<file path="src/rtl/accumulate_driver_pkg.sv">
// Shared types and sizing for the accumulate kernel host-side sequencer.
package accumulate_pkg;
   localparam int N  = 1000;
   localparam int AW = 10;
   localparam int DW = 64;

   typedef logic signed [DW-1:0] word_t;

   typedef enum logic [2:0] {IDLE, LOAD, START, RUN, DRAIN} state_t;
endpackage

</file>
<file path="src/rtl/accumulate_driver_if.sv">
// Host-facing command, load and result streams of accumulate_driver.
interface accumulate_driver_if;
   import accumulate_pkg::*;

   logic  cmd_valid;
   logic  cmd_ready;
   word_t cmd_acc_init;
   logic  in_valid;
   logic  in_ready;
   word_t in_data;
   logic  out_valid;
   logic  out_ready;
   word_t out_data;
   logic  out_last;
   logic  job_done;
   logic  job_result;

   modport master (
      output cmd_valid, cmd_acc_init, in_valid, in_data, out_ready,
      input  cmd_ready, in_ready, out_valid, out_data, out_last, job_done, job_result
   );

   modport slave (
      input  cmd_valid, cmd_acc_init, in_valid, in_data, out_ready,
      output cmd_ready, in_ready, out_valid, out_data, out_last, job_done, job_result
   );
endinterface

</file>
<file path="src/rtl/accumulate_driver.sv">
// Sequences one accumulate job on `main`: load arr_a, pulse start, wait for
// completion, then stream the in-place prefix sums back out.
module accumulate_driver #(
   parameter int N  = accumulate_pkg::N,
   parameter int AW = accumulate_pkg::AW,
   parameter int DW = accumulate_pkg::DW
) (
   input  logic                 clk,
   input  logic                 rst_n,
   accumulate_driver_if.slave   host,
   output logic                 r_enable,
   output logic [AW-1:0]        init_i_t_a,
   output logic signed [DW-1:0] init_acc_t_a,
   output logic                 controlArr,
   output logic                 controlArrWEnable_a,
   output logic [AW-1:0]        controlArrAddr_a,
   output logic signed [DW-1:0] controlArrWData_a,
   input  logic signed [DW-1:0] controlArrRData_a,
   input  logic                 w_enable,
   input  logic                 result
);
   import accumulate_pkg::*;

   localparam logic [AW-1:0] LAST_IDX = AW'(N - 1);

   state_t               state_q, state_d;
   logic [AW-1:0]        idx_q, idx_d;
   logic signed [DW-1:0] acc_init_q;
   logic                 job_result_q;
   logic                 out_vld_p1;
   logic                 fire;
   logic                 last_beat;

   assign fire      = out_vld_p1 & host.out_ready;
   assign last_beat = (idx_q == LAST_IDX);

   assign host.out_valid  = out_vld_p1;
   assign host.out_data   = controlArrRData_a;
   assign host.out_last   = out_vld_p1 & last_beat;
   assign host.job_done   = fire & last_beat;
   assign host.job_result = job_result_q;
   assign init_i_t_a      = '0;

   always_ff @(posedge clk) begin
      if (!rst_n) begin
         state_q      <= IDLE;
         idx_q        <= '0;
         job_result_q <= 1'b0;
         out_vld_p1   <= 1'b0;
      end else begin
         state_q <= state_d;
         idx_q   <= idx_d;
         if (state_q == RUN && w_enable)
            job_result_q <= result;
         // stage p1: read data for idx arrives one cycle after its address
         out_vld_p1 <= (state_q == DRAIN) && !(fire && last_beat);
      end
   end

   always_ff @(posedge clk) begin
      if (state_q == IDLE && host.cmd_valid)
         acc_init_q <= host.cmd_acc_init;
   end

   always_comb begin
      state_d             = state_q;
      idx_d               = idx_q;
      host.cmd_ready      = 1'b0;
      host.in_ready       = 1'b0;
      r_enable            = 1'b0;
      init_acc_t_a        = '0;
      controlArr          = 1'b0;
      controlArrWEnable_a = 1'b0;
      controlArrAddr_a    = '0;
      controlArrWData_a   = '0;
      case (state_q)
         IDLE: begin
            host.cmd_ready = 1'b1;
            if (host.cmd_valid) begin
               idx_d   = '0;
               state_d = LOAD;
            end
         end
         LOAD: begin
            controlArr          = 1'b1;
            host.in_ready       = 1'b1;
            controlArrWEnable_a = host.in_valid;
            controlArrAddr_a    = idx_q;
            controlArrWData_a   = host.in_data;
            if (host.in_valid) begin
               idx_d = idx_q + 1'b1;
               if (last_beat)
                  state_d = START;
            end
         end
         START: begin
            r_enable     = 1'b1;
            init_acc_t_a = acc_init_q;
            state_d      = RUN;
         end
         RUN: begin
            if (w_enable) begin
               idx_d   = '0;
               state_d = DRAIN;
            end
         end
         DRAIN: begin
            // Look ahead on a fire so the next word lands without a bubble.
            controlArr       = 1'b1;
            controlArrAddr_a = fire ? idx_q + 1'b1 : idx_q;
            if (fire) begin
               idx_d = idx_q + 1'b1;
               if (last_beat)
                  state_d = IDLE;
            end
         end
         default: state_d = IDLE;
      endcase
   end
endmodule

</file>
<file path="src/flat_wrapper.sv">
// flat-port wrapper written by rule: the top's interface ports become plain ports
module accumulate_driver_flat import accumulate_pkg::*;
#(
   parameter int N  = accumulate_pkg::N,
   parameter int AW = accumulate_pkg::AW,
   parameter int DW = accumulate_pkg::DW
)
  (clk, rst_n, r_enable, init_i_t_a, init_acc_t_a, controlArr, controlArrWEnable_a, controlArrAddr_a, controlArrWData_a, controlArrRData_a, w_enable, result, host_cmd_valid, host_cmd_acc_init, host_in_valid, host_in_data, host_out_ready, host_cmd_ready, host_in_ready, host_out_valid, host_out_data, host_out_last, host_job_done, host_job_result);
  accumulate_driver_if host_i ();
  input  logic clk;
  input  logic rst_n;
  output logic r_enable;
  output logic [AW-1:0] init_i_t_a;
  output logic signed [DW-1:0] init_acc_t_a;
  output logic controlArr;
  output logic controlArrWEnable_a;
  output logic [AW-1:0] controlArrAddr_a;
  output logic signed [DW-1:0] controlArrWData_a;
  input  logic signed [DW-1:0] controlArrRData_a;
  input  logic w_enable;
  input  logic result;
  input wire logic [$bits(host_i.cmd_valid)-1:0] host_cmd_valid;
  input wire logic [$bits(host_i.cmd_acc_init)-1:0] host_cmd_acc_init;
  input wire logic [$bits(host_i.in_valid)-1:0] host_in_valid;
  input wire logic [$bits(host_i.in_data)-1:0] host_in_data;
  input wire logic [$bits(host_i.out_ready)-1:0] host_out_ready;
  output wire logic [$bits(host_i.cmd_ready)-1:0] host_cmd_ready;
  output wire logic [$bits(host_i.in_ready)-1:0] host_in_ready;
  output wire logic [$bits(host_i.out_valid)-1:0] host_out_valid;
  output wire logic [$bits(host_i.out_data)-1:0] host_out_data;
  output wire logic [$bits(host_i.out_last)-1:0] host_out_last;
  output wire logic [$bits(host_i.job_done)-1:0] host_job_done;
  output wire logic [$bits(host_i.job_result)-1:0] host_job_result;
  assign host_i.cmd_valid = host_cmd_valid;
  assign host_i.cmd_acc_init = host_cmd_acc_init;
  assign host_i.in_valid = host_in_valid;
  assign host_i.in_data = host_in_data;
  assign host_i.out_ready = host_out_ready;
  assign host_cmd_ready = host_i.cmd_ready;
  assign host_in_ready = host_i.in_ready;
  assign host_out_valid = host_i.out_valid;
  assign host_out_data = host_i.out_data;
  assign host_out_last = host_i.out_last;
  assign host_job_done = host_i.job_done;
  assign host_job_result = host_i.job_result;
  accumulate_driver #(.N(N), .AW(AW), .DW(DW)) u_core (.clk(clk), .rst_n(rst_n), .host(host_i), .r_enable(r_enable), .init_i_t_a(init_i_t_a), .init_acc_t_a(init_acc_t_a), .controlArr(controlArr), .controlArrWEnable_a(controlArrWEnable_a), .controlArrAddr_a(controlArrAddr_a), .controlArrWData_a(controlArrWData_a), .controlArrRData_a(controlArrRData_a), .w_enable(w_enable), .result(result));
endmodule
</file>
<file path="config.mk">
export PLATFORM = sky130hd
export DESIGN_NAME = accumulate_driver_flat
export DESIGN_NICKNAME = d
export VERILOG_FILES = /design/src/rtl/accumulate_driver_pkg.sv /design/src/rtl/accumulate_driver_if.sv /design/src/rtl/accumulate_driver.sv /design/src/flat_wrapper.sv
export SDC_FILE = /design/constraint.sdc
export NUM_CORES = 1
export LEC_CHECK = 0
export BUFFER_PORTS_ARGS = -buffer_cell sky130_fd_sc_hd__buf_2
export CAP_MARGIN = 15
export CORE_AREA = 2 2 162 164
export CTS_BUF_LIST = sky130_fd_sc_hd__clkbuf_4 sky130_fd_sc_hd__clkbuf_8
export DETAILED_ROUTE_END_ITERATION = 10
export DIE_AREA = 0 0 164 166
export GPL_TIMING_DRIVEN = 0
export PLACE_DENSITY = 0.46
export SYNTH_ARGS = -nofsm -noshare
export SYNTH_HDL_FRONTEND = slang
export SYNTH_SLANG_ARGS = --single-unit
export TNS_END_PERCENT = 20
</file>
<file path="constraint.sdc">
create_clock -name clk -period 2.35 [get_ports clk]
set_input_delay 0.3525 -clock clk [delete_from_list [all_inputs] [get_ports clk]]
set_output_delay 0.3525 -clock clk [all_outputs]
set_load 0.05 [all_outputs]
</file>
==> impl_metrics.yaml <==
clocking:
  clock_sinks: 79
  cts_tree: "done"
  clock_latency_ns: 0.37
  htreeDepth: 3
  cts_buffers: 9
  cts.reportedPaths.clkPinSlew_ns: 0.10
  clock_tree.buffer_depth: 2
  cts_hold_buffers: 0
  root_buffer: "clkbuf_8"
logic_synthesis:
  synth-adder-area-share_pct: 0.272
  synth_mux_area_share_pct: 0.871
  synth_cell_types: 55
  synth-simple-area-share_pct: 26.2
  synth_flop_cell: "edfxtp_1"
  synth_top_cell_area_share_pct: 41.8
  synth_xor_area_share_pct: 0
  synth_seq_area_share_pct: 48.4
  synth_top_family_by_area: "simple AND/OR/NAND/NOR gates"
  synthCells: 437
  async_flop_share_pct: 0
  synth_edf_count: 64
  synth_area_per_cell_sq_um: 10.5
  yosys-top-cells-area: "edfxtp_1 42%, and2_1 18%, buf_4 12%"
  ys_warn_count: 0
  postSynthRegisterBits: 79
  synth_compound_area_share_pct: 9.04
  synth_area_sq_mm: 0.00459
  synth.largest_area_cell: "edfxtp_1"
drt:
  wl_per_cell_um: 14.3
  num_vias: 4484
  viasPerCell: 3.87
  ant_nets: 0
  drc: 0
  first_pass_iters: 4
  wl_um: 16600
  drt_iter0_markers: 200
sta:
  setup_viol: 0
  fin_crit_ns: 2.32
  fin_tns_setup_ns: 0
  fmax_mhz: 431
  hold_viol: 0
  hold_slack_ns: 0.148
  finalCritPeriodShare_pct: 98.6
  final_max_slew_viol_count: 0
  rsz0062_at_grt: "yes"
  clock-skew-final_ns: 0.00806
  tightest_slew_ns: 0.885
  max-slew-margin-rel_pct: 41.0
cells_and_area:
  antenna_cells: 0
  final_cell_mix: "270 x buf_2, 140 x buf_4, 130 x and2_1"
  nNetsFinal: 1019
  area_delta_synth_final_pct: 64.4
  drive_above_1_share_pct: 62.7
  layout_commonest_cell: "buf_2"
  stdcell_area_sq_mm: 0.00755
place:
  portBuffers: 345
  dp_hpwl_um: 13300
  post_dp_cell_area_sq_mm: 0.00679
  gp_congestion: 0.796
global_routing:
  grt_use_met1_pct: 10.8
  met2_usage_pct: 23.5
  busiest_layer: "met2"
  grt_overflow: 0
  grt_pass1_wl_um: 23500
  grt_pass1_vias: 4181
  gr-usage-all-layers_pct: 11.6
  antenna_found_initial: 1
  grt_max_degree: 65
  use_met3_pct: 3.95
job:
  maxCapViolCount: 0
die:
  boundaryPins: 420
  dieArea_sq_mm: 0.0272
  rows: 59
  start_util_pct: 17.9
  die_h_um: 166
  core_area_sq_mm: 0.0256
  die_x_um: 164
critical_path:
  cp.arrival_ns: 1.97
  critical_path.max_fanout: 8
  required_ns: 2.00
  cp-end-kind: "output port"
  path_class: "reg2out"
  start_kind: "flip-flop"
run_status:
  status: "complete, no violations"
pwr:
  p_leak_uw: 0.00365
  peakVddDrop_mv: 0.279
  power.density_mw_per_mm2: 475
  power_uw: 3590
worst_hold_path:
  hp-class: "in2reg"
repair_timing:
item | 4_1_cts | 5_1_grt
gates cloned | 0 | 0
endpoints found under the setup margin | 137 | 99
setup buffers | 8 | 9
pin swaps | 9 | 3
resized for setup | 126 | 43
metrics by stage:
step / instances / worst slack (ns) / utilization [%]
after floorplan: 446 / -0.141 / -
after global placement: 1126 / -0.295 / 26.5
after detailed placement: 1126 / -0.256 / 26.5
after CTS: 1150 / -0.0937 / 28.8
after global routing: 1159 / -0.136 / 29.5
final: 1159 / 0.0324 / 29.5
worst max-delay path, cell delays in order, from the launching register on:
cell and delay [ns]:
dfxtp_4 0.37, buf_8 0.12, or3b_4 0.40, buf_8 0.15, nor2_4 0.12, nand2_1 0.08
o21ai_2 0.17, buf_6 0.19
per-layer routing:
layer | vias up | part of all wire (%) | routed length, um
li1 | 2176 | - | -
met1 | 2039 | 32 | 5400
met2 | 256 | 57 | 9500
met3 | 11 | 9.4 | 1570
met4 | 2 | 0.88 | 146
met5 | - | 0.078 | 13
area by class of cell:
cell class	instances	area (sq um)
clock buffers	9	124
clock inverters	7	53.8
inverters	4	20.0
fillers	2746	18100
multi-input cells	265	1810
well taps	335	419
flip-flops and latches	79	2240
plain buffers	98	764
repair buffers	362	2120
state kept, by name, indices dropped and copies added (netlist names):
signal	flops
u_core.idx_q	10
u_core.host.job_result	1
u_core.acc_init_q	64
u_core.state_q	3
u_core.host.out_valid	1
synthesized netlist by cell type, types with 2 or more instances:
cell type    n
a21oi_1      7
o2bb2ai_1    2
buf_6        3
nor4_2       2
nor2_1       4
and3_1       2
o21ai_0      9
a41oi_1      2
o31a_1       3
a31oi_1      5
inv_1        2
edfxtp_1    64
a211oi_1     3
and4_1       2
nor4_1       3
nand2b_1     8
mux2i_1      4
dfxtp_1     15
nand2_1     19
o21ai_1      8
nand3_1      3
clkbuf_1     9
o31ai_1      2
and2_1     133
buf_2       12
nand4_1      3
buf_4       74
or3b_4       2
nor3_1       6
where the power goes:
group | total, uW | internal, uW | switching, uW
sequential | 1600 | 1580 | 18.3
clock | 975 | 393 | 581
combinational | 1010 | 343 | 667
kinds of logic (layout without fill, tap and decap cells):
logic type               Yosys count  after routing
AND/OR/NAND/NOR                  195            195
flip-flops                        79             79
adder cells (fa/ha/maj)            1              1
other                              1             10
multiplexers                       4              4
buffers and inverters            102            480
AO/OA/AOI/OAI                     55             55
final timing paths:
| check | startpoint | slack [ns] | end | cells past startpoint |
|---|---|---|---|---|
| worst max-delay path | u_core.state_q[1]$_SDFFE_PN0P_ | 0.03 | controlArrAddr_a[3] | 7 |
| worst min-delay path | host_cmd_acc_init[18] | 0.15 | u_core.acc_init_q[18]$_DFFE_PP_ | 1 |
| worst max register to register | u_core.state_q[1]$_SDFFE_PN0P_ | 0.26 | u_core.acc_init_q[56]$_DFFE_PP_ | 5 |
| worst min register to register | u_core.host.job_result$_SDFFE_PN0P_ | 0.52 | u_core.host.job_result$_SDFFE_PN0P_ | 2 |
Note: power is estimated with default switching activity, not from simulation.
